===== src/rtl/mem_port_arbiter.sv =====
// Arbitrates one single-port, fixed-latency memory between instruction fetch and load/store,
// with data priority, a fetch anti-starvation limit, store lane steering and load extraction.
module mem_port_arbiter #(
    parameter int MEM_LAT = 2,
    parameter int STREAK  = 4,
    parameter int MEM_AW  = 12
) (
    input  logic              clk,
    input  logic              reset,
    input  logic              flush,
    input  logic              f_valid,
    input  logic [31:0]       f_addr,
    output logic              f_ready,
    output logic              f_rvalid,
    output logic [31:0]       f_rdata,
    input  logic              d_valid,
    input  logic              d_we,
    input  logic [2:0]        d_func3,
    input  logic [31:0]       d_addr,
    input  logic [31:0]       d_wdata,
    output logic              d_ready,
    output logic              d_rvalid,
    output logic [31:0]       d_rdata,
    output logic              d_err,
    output logic              mem_req,
    output logic              mem_we,
    output logic [3:0]        mem_wmask,
    output logic [MEM_AW-1:0] mem_addr,
    output logic [31:0]       mem_wdata,
    input  logic [31:0]       mem_rdata
);
    localparam int CW = $clog2(MEM_LAT + 1);
    localparam int SW = $clog2(STREAK + 1);
    localparam logic [CW-1:0] LAT_C    = CW'(MEM_LAT);
    localparam logic [SW-1:0] STREAK_C = SW'(STREAK);
    localparam logic [1:0] SZ_B = 2'd0;
    localparam logic [1:0] SZ_H = 2'd1;
    localparam logic [1:0] SZ_W = 2'd2;

    typedef enum logic [1:0] {IDLE = 2'd0, WAIT_F = 2'd1, WAIT_D = 2'd2} state_t;

    // Unlisted func3 codes fall back to a full word access.
    function automatic logic [1:0] access_size(input logic [2:0] f3);
        case (f3)
            3'd0, 3'd4: return SZ_B;
            3'd1, 3'd5: return SZ_H;
            default:    return SZ_W;
        endcase
    endfunction

    function automatic logic misaligned(input logic [2:0] f3, input logic [1:0] off);
        case (access_size(f3))
            SZ_H:    return off[0];
            SZ_W:    return |off;
            default: return 1'b0;
        endcase
    endfunction

    function automatic logic [31:0] load_extract(input logic [2:0] f3, input logic [1:0] off,
                                                 input logic [31:0] word);
        logic [31:0] sh;
        sh = word >> {off, 3'b000};
        case (f3)
            3'd0:    return {{24{sh[7]}}, sh[7:0]};
            3'd1:    return {{16{sh[15]}}, sh[15:0]};
            3'd4:    return {24'h000000, sh[7:0]};
            3'd5:    return {16'h0000, sh[15:0]};
            default: return word;
        endcase
    endfunction

    state_t          state_r;
    logic [CW-1:0]   cnt_r;
    logic [SW-1:0]   streak_r;
    logic            drop_r;
    logic [2:0]      lat_f3_r;
    logic [1:0]      lat_off_r;
    logic            lat_we_r;
    logic            f_rvalid_r, d_rvalid_r, d_err_r;
    logic [31:0]     f_rdata_r, d_rdata_r;

    logic            idle_s, f_ok_s, force_f_s, d_grant_s, f_grant_s, d_mis_s, d_mem_s;
    logic            mem_req_s, mem_we_s;
    logic [3:0]      mem_wmask_s;
    logic [MEM_AW-1:0] mem_addr_s;
    logic [31:0]     mem_wdata_s;
    logic            unused_addr_bits_s;

    assign unused_addr_bits_s = ^{f_addr[31:MEM_AW+2], f_addr[1:0], d_addr[31:MEM_AW+2]};

    // Grant selection and memory strobes; everything is forced low while reset is asserted.
    always_comb begin
        idle_s    = reset && (state_r == IDLE);
        f_ok_s    = f_valid && !flush;
        force_f_s = f_ok_s && (streak_r == STREAK_C);
        d_grant_s = idle_s && d_valid && !force_f_s;
        f_grant_s = idle_s && f_ok_s && !d_grant_s;
        d_mis_s   = misaligned(d_func3, d_addr[1:0]);
        d_mem_s   = d_grant_s && !d_mis_s;
        mem_req_s = f_grant_s || d_mem_s;
        mem_we_s  = d_mem_s && d_we;
        mem_addr_s  = {MEM_AW{1'b0}};
        mem_wmask_s = 4'h0;
        mem_wdata_s = 32'h0;
        if (f_grant_s) begin
            mem_addr_s = f_addr[MEM_AW+1:2];
        end else if (d_mem_s) begin
            mem_addr_s = d_addr[MEM_AW+1:2];
        end else begin
            mem_addr_s = {MEM_AW{1'b0}};
        end
        if (mem_we_s) begin
            case (access_size(d_func3))
                SZ_B: begin
                    mem_wmask_s = 4'b0001 << d_addr[1:0];
                    mem_wdata_s = {4{d_wdata[7:0]}};
                end
                SZ_H: begin
                    mem_wmask_s = 4'b0011 << d_addr[1:0];
                    mem_wdata_s = {2{d_wdata[15:0]}};
                end
                default: begin
                    mem_wmask_s = 4'hF;
                    mem_wdata_s = d_wdata;
                end
            endcase
        end else begin
            mem_wmask_s = 4'h0;
            mem_wdata_s = 32'h0;
        end
    end

    assign f_ready   = f_grant_s;
    assign d_ready   = d_grant_s;
    assign mem_req   = mem_req_s;
    assign mem_we    = mem_we_s;
    assign mem_wmask = mem_wmask_s;
    assign mem_addr  = mem_addr_s;
    assign mem_wdata = mem_wdata_s;
    assign f_rvalid  = f_rvalid_r;
    assign f_rdata   = f_rdata_r;
    assign d_rvalid  = d_rvalid_r;
    assign d_rdata   = d_rdata_r;
    assign d_err     = d_err_r;

    // Transaction FSM: waits out the memory latency and registers the one-cycle response.
    always_ff @(posedge clk or negedge reset) begin
        if (!reset) begin
            state_r    <= IDLE;
            cnt_r      <= {CW{1'b0}};
            streak_r   <= {SW{1'b0}};
            drop_r     <= 1'b0;
            lat_f3_r   <= 3'd0;
            lat_off_r  <= 2'd0;
            lat_we_r   <= 1'b0;
            f_rvalid_r <= 1'b0;
            f_rdata_r  <= 32'h0;
            d_rvalid_r <= 1'b0;
            d_rdata_r  <= 32'h0;
            d_err_r    <= 1'b0;
        end else begin
            f_rvalid_r <= 1'b0;
            f_rdata_r  <= 32'h0;
            d_rvalid_r <= 1'b0;
            d_rdata_r  <= 32'h0;
            d_err_r    <= 1'b0;
            if (d_grant_s) begin
                if (f_valid) begin
                    streak_r <= (streak_r == STREAK_C) ? streak_r : streak_r + 1'b1;
                end else begin
                    streak_r <= {SW{1'b0}};
                end
            end else if (f_grant_s) begin
                streak_r <= {SW{1'b0}};
            end else begin
                streak_r <= streak_r;
            end
            case (state_r)
                IDLE: begin
                    cnt_r  <= CW'(1);
                    drop_r <= 1'b0;
                    if (f_grant_s) begin
                        state_r <= WAIT_F;
                    end else if (d_mem_s) begin
                        state_r   <= WAIT_D;
                        lat_f3_r  <= d_func3;
                        lat_off_r <= d_addr[1:0];
                        lat_we_r  <= d_we;
                    end else if (d_grant_s) begin
                        d_rvalid_r <= 1'b1;
                        d_err_r    <= 1'b1;
                    end else begin
                        state_r <= IDLE;
                    end
                end
                WAIT_F: begin
                    if (cnt_r == LAT_C) begin
                        state_r <= IDLE;
                        if (!drop_r && !flush) begin
                            f_rvalid_r <= 1'b1;
                            f_rdata_r  <= mem_rdata;
                        end
                    end else begin
                        cnt_r  <= cnt_r + 1'b1;
                        drop_r <= drop_r || flush;
                    end
                end
                WAIT_D: begin
                    if (cnt_r == LAT_C) begin
                        state_r    <= IDLE;
                        d_rvalid_r <= 1'b1;
                        d_rdata_r  <= lat_we_r ? 32'h0 : load_extract(lat_f3_r, lat_off_r, mem_rdata);
                    end else begin
                        cnt_r <= cnt_r + 1'b1;
                    end
                end
                default: state_r <= IDLE;
            endcase
        end
    end
endmodule


===== config.mk =====
export PLATFORM = sky130hd
export DESIGN_NAME = mem_port_arbiter
export DESIGN_NICKNAME = d
export VERILOG_FILES = /design/src/rtl/mem_port_arbiter.sv
export SDC_FILE = /design/constraint.sdc
export NUM_CORES = 1
export LEC_CHECK = 0
export ABC_AREA = 0
export BUFFER_PORTS_ARGS = -buffer_cell sky130_fd_sc_hd__clkbuf_2
export CAP_MARGIN = 20
export CORE_MARGIN = 5
export CORE_UTILIZATION = 47
export CTS_CLUSTER_DIAMETER = 60
export DETAILED_ROUTE_END_ITERATION = 7
export PLACE_DENSITY = 0.9
export SLEW_MARGIN = 30
export SYNTH_ARGS = -nofsm -noshare
export SYNTH_HDL_FRONTEND = slang
export SYNTH_SLANG_ARGS = --single-unit

===== constraint.sdc =====
create_clock -name clk -period 4 [get_ports clk]
set_input_delay 0 -clock clk [delete_from_list [all_inputs] [get_ports clk]]
set_output_delay 0 -clock clk [all_outputs]
set_load 0.05 [all_outputs]

# --- Yosys cells after proc, flatten, opt, wreduce, memory -nomap -nowiden ---
# Cells that the tools add are included.
classes:
  bitwise_logic: 1
  n_shift: 3
  reduce_logical: 33
  muxes: 38
  n_addsub: 2
  n_eq_ne: 18
ops:
  columns: ["operator", "n"]
  rows:
  - ["2-to-1 mux 32 bit", 7]
  - ["case mux 32 bit (4 select lines)", 1]
  - ["case mux 32 bit (2 select lines)", 1]
  - ["right shift 32 x 5 -> 16 bit", 1]
  - ["2-to-1 mux 12 bit", 2]
  - ["== test 3 bit (second input constant)", 5]
  - ["2-to-1 mux 2 bit", 6]
  - ["2-to-1 mux 3 bit", 4]
  - ["case mux 2 bit (2 select lines)", 3]
  - ["logical AND 1 bit", 10]
  - ["2-to-1 mux 1 bit", 9]
  - ["case mux 4 bit (2 select lines)", 1]
  - ["AND reduction 2 bit", 4]
  - ["OR reduction 2 bit", 4]
  - ["== test 2 x 1 -> 1 bit (second input constant)", 3]
  - ["== test 2 bit (second input constant)", 3]
  - ["== test 3 x 1 -> 1 bit (second input constant)", 2]
  - ["zero test 3 bit", 2]
  - ["case mux 1 bit (2 select lines)", 3]
  - ["nonzero test 2 bit", 3]
  - ["zero test 1 bit", 5]
  - ["zero test 2 bit", 2]
  - ["2-to-1 mux 4 bit", 1]
  - ["inequality test 2 bit (second input constant)", 2]
  - ["10 further kinds", 11]
word_totals:
  output_inout_bits: 119
  elab_cells: 107
  reg_bits: 81
  input_bits: 137

# --- Depth between registers and ports, before layout ---
# Gate-level depths: netlist of the first run.
depth:
  word_depth: 12
  mapped_depth: 10
  depth_no_buf: 6

# --- Worst setup path before layout of the first run ---
# No wires, ideal clock.
synth_path:
  path_kind: "flip-flop to output port"
  startpoint: "register state_r[0]"
  endpoint: "output mem_wmask[0]"
  t_required_ns: 4.000
  path_stages_with_launch: 6
  t_arrival_ns: 2.633
  slack_ns: 1.367
  path_buffers: 0
  cell_sequence: "dfrtp_1 -> inv_1 -> ha_1 -> and3_1 -> nand2_1 -> nor4b_1"
synth_between:
  elab_chain_len: 7
synth_lines:
  columns: ["element", "line", "text"]
  rows:
  - ["from (decl)", "72", "state_t state_r;"]
  - ["from (signal assigned)", "149", "state_r <= IDLE;"]
  - ["from (signal assigned)", "183", "state_r <= WAIT_F;"]
  - ["from (signal assigned)", "185", "state_r <= WAIT_D;"]
  - ["zero test 2 bit", "93", "idle_s = reset && (state_r == IDLE);"]
  - ["logical AND 1 bit", "93", null]
  - ["logical AND 1 bit (2 in series)", "96", "d_grant_s = idle_s && d_valid && !force_f_s;"]
  - ["logical AND 1 bit", "99", "d_mem_s = d_grant_s && !d_mis_s;"]
  - ["logical AND 1 bit", "101", "mem_we_s = d_mem_s && d_we;"]
  - ["2-to-1 mux 4 bit", "112", "if (mem_we_s) begin"]
  - ["to (decl)", "27", "output logic [3:0] mem_wmask,"]
# No other way between the ends.

# --- Worst setup path in the final report of the first run ---
layout_path:
  startpoint: "register state_r[0]"
  endpoint: "output mem_wdata[23]"
layout_between:
  elab_chain_len: 7
layout_lines:
  columns: ["element", "line", "text"]
  rows:
  - ["zero test 2 bit", "93", null]
  - ["logical AND 1 bit", "93", null]
  - ["logical AND 1 bit (2 in series)", "96", null]
  - ["logical AND 1 bit", "99", null]
  - ["logical AND 1 bit", "101", null]
  - ["2-to-1 mux 32 bit", "112", null]
  - ["to (decl)", "29", "output logic [31:0] mem_wdata,"]
# No other way between the ends.

==> metrics, run 1 <==
number of diodes added for antenna fixing=0; fmax=413 MHz; max-slew violation total from the final report=0; peak fanout along the critical path=28; Vert. Die Dim=106 um; top cell type by total area after synthesis=dfrtp_1; placer congestion estimate=0.914; Die Wd=106 um; final WL=14.6 mm; Placement Rows=35; Synth Cell Area=between 4000 and 5000 sq um; setup TNS after final layout=0 ns; number of optimization iterations in the first detailed-route pass=4; worst setup skew after layout=0.00860 ns; number of nets in the synthesized netlist=571; starting density of the core=between 40% and 50%; GR Overflow Total=0; clock insertion delay at the later pin of the skew report=about 0.35 ns; area of the core region=around 9100 sq um; die footprint=between 10000 and 15000 sq um; switching part of the total=41.8%; worst hold slack across all endpoints=just under 0.07 ns; power share of the clock group=approximately 23%; number of H-tree levels=3; combinational power share=a little under two fifths; cell internal power dissipation=around 0.0015 W; Worst Setup SP=state_r[0]; count of nets left with antenna violations after detail routing=0; library cells used by synthesis=48; post-synth top area share=46.9%; Crit Reg-Reg Startpoint=lat_off_r[0]; leakage power=between 3 and 4 nW; proportion of register bits with asynchronous set or reset after synthesis=100%; largest net degree at the start of global routing=between 40 and 50; result of the run=complete, no violations; part of the power in registers=around two fifths; data required time of the critical path=~4 ns; total buffers and inverters traversed by the critical path=2; final cycle utilization of the critical path=60.5%; element type at the critical path end=output port; critical path's slowest cell=dfrtp_1; Worst Setup Slack post-DPL=about 1.7 ns; Max VDD drop=between 0.0002 and 0.00025 V; post-layout worst setup margin=between 1.5 and 2 ns; arrival time worst endpoint=2.42 ns; final critical path time including I/O delays and setup=2.42 ns; count of warnings emitted by yosys=0; number of fill cells=just under 700; number of synthesized flops with an enable pin=0; number of CTS-inserted buffers=9; delay of the slowest cell on the worst path=0.41 ns; clock transition at the registers of the reported paths=~0.080 ns; total of endpoints with negative setup slack in the final report=0; cells taking the most area after synthesis=dfrtp_1 (47%), mux2i_1 (7.6%), and2_1 (4.8%); number of antenna violations at the first check in global routing=0; total power density per cell area=445 nW/um^2; max capacitance violation total=0; most used flip-flop cell after synthesis=dfrtp_1; total net switching power=roughly 0.0011 W; worst-margin pin slew=around 0.98 ns; Startpoint Class=flip-flop; routed wirelength normalized by instance count=18.7 um; setup repair after global routing missed its margin=false; layout cells sized above 1=39.9%; Relative slew margins=between 30% and 40%; DRC Markers=0; sequential share of the synthesized area=46.9%; clock sinks=slightly above 80; count of routing violations after the opening detailed-route iteration=200; vias in the first global route=roughly 4.5k; half-perimeter wire length after detailed placement=10.3 mm; root buffer selected by CTS=clkbuf_8; mean cell area of the mapped netlist=just over 10 sq um; Final Hold Viols=0; GRT Resource Usage Total=about 26%; number of synthesized register bits=around 80; count of pins on the block boundary=around 260; number of vias per cell after detailed routing=around 5.5; vias after detailed routing=~4.3k; critical path cell sequence=inv_1 -> ha_1 -> and3_1 -> o211a_1 -> nand2_2 -> nor2_1 -> clkbuf_2; layout-stage area growth over the synthesis result=37.1%; Gate Count Post-Synth=between 400 and 500; CTS tree=done; net total in the final layout=~810; critical setup path kind=flip-flop to output port; path type of the worst min-delay path=input port to flip-flop; final core utilization=between 60 and 70%; crit-path leading delay family=simple AND/OR/NAND/NOR gates; global-route wire length before repair=roughly 23 mm; number of buffers on the longest clock path=2; number of buffers added on ports=about 220; worst hold start=flush
## cells by family (layout without fill, tap and decap cells)
family	after synthesis	after routing	synth area share, %
adder cells (fa/ha/maj)	6	6	1.74
multiplexers	39	39	9.21
XOR/XNOR	1	1	0.203
AO/OA/AOI/OAI	103	103	17.6
buffers and inverters	48	291	6.43
flip-flops	81	81	46.9
AND/OR/NAND/NOR	150	150	17.9
## power groups by stage
| stage | clock (W) | sequential [W] | combinational, W |
|---|---|---|---|
| 2_1_floorplan | 0 | 0.00100 | 0.000795 |
| 3_3_place_gp | 0 | 0.00107 | 0.000880 |
| 3_5_place_dp | 0 | 0.00108 | 0.000923 |
| 4_1_cts | 0.000599 | 0.00107 | 0.000953 |
| 5_1_grt | 0.000640 | 0.00109 | 0.00104 |
| 6_report | 0.000592 | 0.00108 | 0.000966 |
## final timing paths
path | end | slack (ns) | depth (start not counted)
worst min-delay path | drop_r | 0.07 | 4
worst max-delay path | mem_wdata[23] | 1.58 | 7
worst min register to register | cnt_r[0] | 0.52 | 1
worst max register to register | d_rdata[31] | 1.73 | 4
max in group asynchronous | f_rdata[17] | 2.88 | 3
min in group asynchronous | d_rdata[3] | 0.15 | 2
## per-layer routing
metal | vias up | part of all wire, % | global-route usage, %
met1 | 2073 | 36 | 28.9
met5 | - | 0 | 0
met3 | 40 | 8.7 | 6.01
met4 | 0 | 3.7 | 12.1
met2 | 266 | 51 | 45.5
li1 | 1959 | - | -
## synthesized netlist by cell type, types with 7 or more instances
cell       count
dfrtp_1       81
a22o_1        13
buf_2          9
nand2_1       47
o21ai_0       19
inv_1         19
mux2i_1       33
o21ai_1        7
o221a_2        7
a221oi_2       8
a21oi_1       31
and2_1        33
o2bb2ai_1      7
nor2_1        35
buf_6          9
and3_1         9
## tightest hold or removal path, stage by stage
cell and delay (ns):
clkbuf_2 0.11, nor2b_1 0.13, o21ai_0 0.08, o21ai_0 0.07
## repair_timing
action,in CTS,in global routing
endpoints found under the setup margin,0,0
gates resized for setup,0,0
buffers inserted,0,0
hold buffers,37,0
endpoints found under the hold margin,104,0
## placed cells by master, fill, tap and decap left out, drive strengths merged, types with 3 or more instances in the layout
cell,instances
clkbuf,226
dfrtp,81
nand2,48
dlygate4sd3,37
nor2,37
mux2i,33
and2,33
a21oi,33
o21ai,26
inv,20
a22o,13
and3,9
a221oi,8
o2bb2ai,7
o221a,7
mux2,6
ha,6
or2,5
nand2b,3
buf,3
nand3,3
## area by class of cell
class	instances	area [sq um]	share of cell area, %
Clock buffer	10	128	2.15
Clock inverter	6	67.6	1.14
Inverter	19	71.3	1.20
Multi-Input combinational cell	299	2020	34.1
Sequential cell	81	2030	34.2
Tap cell	111	139	2.34
Timing Repair Buffer	256	1470	24.9
## per-stage QoR
| step | instances | instance area [sq um] | total power, W |
|---|---|---|---|
| after floorplan | 428 | 4320 | 0.00180 |
| after global placement | 729 | 5360 | 0.00195 |
| after detailed placement | 729 | 5360 | 0.00200 |
| after CTS | 782 | 5920 | 0.00262 |
| after global routing | 782 | 5930 | 0.00277 |
| final | 782 | 5930 | 0.00263 |
## state kept, by name, indices dropped and copies added, names as in the netlist
signal,cells
lat_f3_r,3
drop_r,1
streak_r,3
f_rdata,32
state_r,2
d_err,1
cnt_r,2
f_rvalid,1
d_rdata,32
d_rvalid,1
lat_we_r,1
lat_off_r,2
Power figures use the tool's default switching activity.
==> run 2, diff against run 1 <==
--- a/config.mk
+++ b/config.mk
@@ -5,14 +5,14 @@
 export SDC_FILE = /design/constraint.sdc
 export NUM_CORES = 1
 export LEC_CHECK = 0
-export ABC_AREA = 0
+export ABC_AREA = 1
 export BUFFER_PORTS_ARGS = -buffer_cell sky130_fd_sc_hd__clkbuf_2
 export CAP_MARGIN = 20
 export CORE_MARGIN = 5
-export CORE_UTILIZATION = 47
+export CORE_UTILIZATION = 44
 export CTS_CLUSTER_DIAMETER = 60
 export DETAILED_ROUTE_END_ITERATION = 7
-export PLACE_DENSITY = 0.9
+export PLACE_DENSITY = 0.85
 export SLEW_MARGIN = 30
 export SYNTH_ARGS = -nofsm -noshare
 export SYNTH_HDL_FRONTEND = slang
==> constraint.sdc (replaced) <==
create_clock -name clk -period 2.4 [get_ports clk]
set_input_delay 0 -clock clk [delete_from_list [all_inputs] [get_ports clk]]
set_output_delay 0 -clock clk [all_outputs]
set_load 0.05 [all_outputs]
==> metrics, run 2 <==
die footprint=between 10000 and 15000 sq um; cell repeated most along the worst path=nand2_4; number of buffers added on ports=around 220; net total in the final layout=between 900 and 1k; vias after detailed routing=4691; cells taking the most area after synthesis=dfrtp_1 (48%), nor2_1 (9.3%), nand2_1 (8.5%); largest net degree at the start of global routing=66; most frequent cells in the layout=clkbuf_2 (174), nor2_1 (99), nand2_1 (96), dfrtp_1 (81), inv_1 (65); most common cell after layout, fill and taps aside=clkbuf_2; final cycle utilization of the critical path=around 94%; Relative slew margins=a little under half; part of the power in registers=38.2%; data required time of the critical path=2.40 ns; critical path cell sequence=inv_1 -> ha_1 -> nand2_1 -> nor2_4 -> o21ai_2 -> inv_2 -> nand2_4 -> inv_4 -> nand2_4 -> clkbuf_16 -> nor2_1 -> buf_6; final WL=approximately 15 mm; Final Hold Viols=0; Post-CTS Setup Repair Bufs=0; number of vias per cell after detailed routing=around 5.0; vias in the first global route=4557; routed wirelength normalized by instance count=15.8 um; DRC Markers=0; number of synthesized flops with an enable pin=0; fmax=~440 MHz; delay of the slowest cell on the worst path=approximately 0.40 ns; layout-stage area growth over the synthesis result=51.2%; count of routing violations after the opening detailed-route iteration=between 200 and 250; max capacitance violation total=0; setup TNS after final layout=0 ns; final critical path time including I/O delays and setup=between 2 and 2.5 ns; number of H-tree levels=3; layout cells sized above 1=35.2%; sequential share of the synthesized area=47.8%; result of the run=complete, no violations; number of buffers on the longest clock path=2; Worst Setup Slack post-DPL=0.375 ns; cell internal power dissipation=approximately 0.0025 W; number of nets in the synthesized netlist=just under 700; Gate Count Post-Synth=553; Vert. Die Dim=108 um; total buffers and inverters traversed by the critical path=5; switching part of the total=between 30% and 40%; clock transition at the registers of the reported paths=0.07 ns; library cells used by synthesis=29; worst hold slack across all endpoints=0.0155 ns; clock insertion delay at the later pin of the skew report=~0.36 ns; worst setup skew after layout=0.0131 ns; path type of the worst min-delay path=input port to flip-flop; post-synth top area share=a little under half; count of pins on the block boundary=256; total of endpoints with negative setup slack in the final report=0; number of antenna violations at the first check in global routing=0; Startpoint Class=flip-flop; Synth Cell Area=around 4200 sq um; clock sinks=81; met1 usage in global routing=between 20 and 30%; critical setup path kind=flip-flop to output port; met2 track utilization from global routing=45.7%; worst-margin pin slew=about 0.80 ns; total net switching power=around 0.0015 W; setup repair after global routing missed its margin=true; Die Wd=108 um; GR Overflow Total=0; mean cell area of the mapped netlist=~7.7 sq um; post-layout worst setup margin=about 0.13 ns; number of CTS-inserted buffers=9; critical path's slowest cell=dfrtp_1; count of nets left with antenna violations after detail routing=0; top cell type by total area after synthesis=dfrtp_1; root buffer selected by CTS=clkbuf_8; sum of internal, switching and leakage power=between 0.003 and 0.004 W; proportion of register bits with asynchronous set or reset after synthesis=100%; power share of the clock group=between 20% and 30%; met3 Usage GRT=under 10%; area of the core region=9330 sq um; Max VDD drop=around 0.00026 V; placer congestion estimate=~0.94; total power density per cell area=between 600 and 700 nW/um^2; most congested layer reported by global routing=met2; crit-path leading delay family=buffers and inverters; leakage power=about 3.6 nW; count of warnings emitted by yosys=0; arrival time worst endpoint=about 2.3 ns; CTS tree=done; peak fanout along the critical path=12; number of optimization iterations in the first detailed-route pass=5; combinational power share=32.7%; Placement Rows=35; number of diodes added for antenna fixing=0; global-route wire length before repair=approximately 22 mm; final core utilization=~69%; GRT Resource Usage Total=24.5%; cell with the most instances after synthesis=nor2_1; starting density of the core=about 45%; half-perimeter wire length after detailed placement=slightly above 10 mm; element type at the critical path end=output port; most used flip-flop cell after synthesis=dfrtp_1; top cell types by occurrence after synthesis=nor2_1 (105), nand2_1 (96), dfrtp_1 (81), inv_1 (66), o21ai_0 (64); max-slew violation total from the final report=0; number of synthesized register bits=81
run 2: cell count changes after synthesis, moves of 32 or more:
cell / delta
o21ai_0: +45
and2_1: -32
nand2_1: +49
nor2_1: +70
inv_1: +47
mux2i_1: -33
run 2: kinds of logic (layout without fill, tap and decap cells):
logic type	count (synthesis)	count (layout)	synth area share, %
xor gates and xnor gates	1	1	0.207
and+or+nand+nor	245	245	25.4
adders and majority gates	6	6	1.77
AOI/OAI and AO/OA	120	120	14.7
DFF	81	81	47.8
buffers and inverters	100	352	10.1
run 2: metrics by stage:
step / cell area, sq um / instances
final: 6410 / 934
after global routing: 6410 / 934
after CTS: 6260 / 932
after detailed placement: 5650 / 879
after global placement: 5650 / 879
after floorplan: 4240 / 553
run 2: area by class of cell:
| type | count | area, sq um |
|---|---|---|
| Clock buffer | 11 | 151 |
| Sequential cell | 81 | 2030 |
| Tap cell | 129 | 161 |
| Inverter | 71 | 273 |
| Multi-Input combinational cell | 372 | 1810 |
| Clock inverter | 5 | 85.1 |
| Fill cell | 710 | 2910 |
| Timing Repair Buffer | 265 | 1910 |
run 2: worst min-delay path, stage by stage:
cell	delay (ns)
clkbuf_2	0.13
inv_1	0.10
o21ai_0	0.09
run 2: repair_timing:
item | CTS | global route
endpoints found under the setup margin | 2 | 41
gates resized for setup | 2 | 74
cloned | 0 | 2
endpoints found under the hold margin | 79 | 0
hold buffers | 37 | 0
run 2: layer usage:
layer | vias to the layer above | wire (um)
met2 | 282 | 7630
met5 | - | 0
met3 | 37 | 1490
li1 | 2223 | -
met1 | 2149 | 5180
met4 | 0 | 430
run 2: path summary, 6_finish.rpt:
check,startpoint,to,slack (ns),cells after the start
worst max-delay path,state_r[0],mem_wdata[0],0.13,12
worst min-delay path,d_addr[0],lat_off_r[0],0.02,3
worst max register to register,cnt_r[0],d_rdata[16],0.42,6
worst min register to register,state_r[1],state_r[1],0.51,2
max in group asynchronous,reset,d_rdata[31],1.30,3
min in group asynchronous,reset,f_rdata[6],0.05,2
run 2: power groups by stage:
| stage | sequential (W) | clock, W | combinational, W |
|---|---|---|---|
| 3_5_place_dp | 0.00155 | 0 | 0.00119 |
| 6_report | 0.00152 | 0.00116 | 0.00130 |
| 3_3_place_gp | 0.00154 | 0 | 0.00117 |
| 2_1_floorplan | 0.00153 | 0 | 0.000856 |
| 5_1_grt | 0.00153 | 0.00123 | 0.00145 |
| 4_1_cts | 0.00152 | 0.00116 | 0.00125 |
==> run 3, diff against run 2 <==
==> constraint.sdc (replaced) <==
create_clock -name clk -period 2.15 [get_ports clk]
set_input_delay 0 -clock clk [delete_from_list [all_inputs] [get_ports clk]]
set_output_delay 0 -clock clk [all_outputs]
set_load 0.05 [all_outputs]
==> metrics, run 3 (synthesis results as in run 2) <==
total of endpoints with negative setup slack in the final report=0; fmax=475 MHz; switching part of the total=a little under two fifths; worst setup skew after layout=0.00800 ns; final cycle utilization of the critical path=a little under 100%; layout cells sized above 1=38.1%; count of nets left with antenna violations after detail routing=0; clock insertion delay at the later pin of the skew report=approximately 0.35 ns; number of diodes added for antenna fixing=0; final core utilization=around 73%; worst-margin pin slew=0.744 ns; area of the core region=9330 sq um; placed instance area=approximately 5700 sq um; GRT Resource Usage Total=between 20 and 30%; leakage power=around 3.7 nW; most common cell after layout, fill and taps aside=clkbuf_2; part of the power in registers=39.2%; placer congestion estimate=around 0.95; Final Hold Viols=0; post-layout instance count excluding filler cells=945; number of optimization iterations in the first detailed-route pass=5; Layout Cell Area excl Fill=between 6000 and 7000 sq um; count of routing violations after the opening detailed-route iteration=~320; max-slew violation total from the final report=0; post-layout worst setup margin=0.0433 ns; DRC Markers=0; number of buffers on the longest clock path=2; Relative slew margins=around half; count of pins on the block boundary=about 260; vias in the first global route=approximately 4.8k; number of antenna violations at the first check in global routing=0; cell total after placement=just under 900; element type at the critical path end=output port; GR Overflow Total=0; most frequent cells in the layout=clkbuf_2 (167), nand2_1 (94), nor2_1 (87), dfrtp_1 (81), o21ai_0 (64); root buffer selected by CTS=clkbuf_8; routed wirelength normalized by instance count=between 15 and 20 um; cell internal power dissipation=0.00272 W; net total in the final layout=between 900 and 1k; largest net degree at the start of global routing=61; half-perimeter wire length after detailed placement=approximately 10 mm; CTS tree=done; Vert. Die Dim=108 um; die footprint=around 12000 sq um; path type of the worst min-delay path=input port to flip-flop; setup repair after global routing missed its margin=true; number of H-tree levels=3; number of CTS-inserted buffers=9; layout-stage area growth over the synthesis result=60.4%; number of buffers added on ports=between 200 and 250; final critical path time including I/O delays and setup=between 2 and 2.5 ns; max capacitance violation total=0; arrival time worst endpoint=about 2.1 ns; Max VDD drop=between 0.0003 and 0.0004 V; global-route wire length before repair=between 20 and 25 mm; result of the run=complete, no violations; delay of the slowest cell on the worst path=approximately 0.42 ns; data required time of the critical path=between 2 and 2.5 ns; starting density of the core=~45%; vias after detailed routing=a little under 5k; critical setup path kind=flip-flop to output port; Die Wd=108 um; total net switching power=approximately 0.0017 W; final WL=roughly 16 mm; Startpoint Class=flip-flop; critical path cell sequence=inv_2 -> ha_4 -> nand2_4 -> nor2_4 -> o21ai_2 -> inv_2 -> nand2_4 -> inv_4 -> nand2_8 -> clkbuf_16 -> nor2_4 -> buf_8; number of fill cells=around 650; combinational power share=between 30 and 40%; peak fanout along the critical path=8; clock transition at the registers of the reported paths=roughly 0.080 ns; total power density per cell area=between 600 and 700 nW/um^2; number of vias per cell after detailed routing=about 5.1; power share of the clock group=roughly a quarter; Worst Setup Slack post-DPL=approximately 0.14 ns; sum of internal, switching and leakage power=~0.0044 W; critical path's slowest cell=dfrtp_1; clock sinks=81; Placement Rows=35
[run 3: worst max-delay path, delay by kind of cell, from the launching register on]
kind            cells  cell delay, ns
buf+inv             5            0.64
fa+ha+maj           1            0.16
compound gates      1            0.08
flops               1            0.42
simple gates        5            0.46
[run 3: worst paths after layout]
path / cells after the start / slack (ns) / start / to
setup / recovery: 12 / 0.04 / state_r[1] / mem_wdata[24]
hold / removal: 3 / 0.03 / f_valid / streak_r[2]
setup reg to reg: 6 / 0.43 / lat_off_r[0] / d_rdata[10]
hold reg to reg: 2 / 0.54 / drop_r / drop_r
max in group asynchronous: 4 / 0.88 / reset / d_rdata[25]
min in group asynchronous: 3 / 0.24 / reset / f_rdata[9]
[run 3: timing repair]
| action | 4_1_cts | 5_1_grt |
|---|---|---|
| setup buffers | 1 | 5 |
| resized for setup | 68 | 55 |
| pin swaps | 0 | 12 |
| cloned | 0 | 3 |
| setup endpoints to repair | 46 | 49 |
| hold endpoints to repair | 86 | 0 |
| hold buffers | 37 | 0 |
[run 3: layout make-up]
| type | instances | area (sq um) | share of cell area (%) |
|---|---|---|---|
| inverters | 71 | 269 | 3.95 |
| well taps | 129 | 161 | 2.37 |
| repair buffers | 277 | 2190 | 32.2 |
| flip-flops and latches | 81 | 2030 | 29.8 |
| multi-input cells | 372 | 1960 | 28.8 |
| clock buffers | 10 | 138 | 2.02 |
| clock inverters | 5 | 56.3 | 0.828 |
[run 3: through the flow]
step	setup TNS, ns	hold slack, ns
CTS	-0.0479	0.00976
global route	-0.722	0.0225
detailed placement	0	0.0234
global placement	0	0.0222
finish	0	0.0252
floorplan	0	-0.296
[run 3: power groups by stage]
stage	Combinational (W)	Clock (W)	Sequential, W
6_report	0.00157	0.00111	0.00172
5_1_grt	0.00172	0.00119	0.00174
4_1_cts	0.00144	0.00111	0.00172
3_5_place_dp	0.00133	0	0.00175
3_3_place_gp	0.00130	0	0.00174
2_1_floorplan	0.000956	0	0.00170
[run 3: routing by layer]
layer | vias up | share of wire [%] | GRT usage (%)
li1 | 2243 | - | -
met1 | 2207 | 35 | 27.1
met2 | 313 | 52 | 46.3
met3 | 57 | 9.6 | 7.52
met4 | 0 | 3.5 | 10.7
met5 | - | 0 | 0
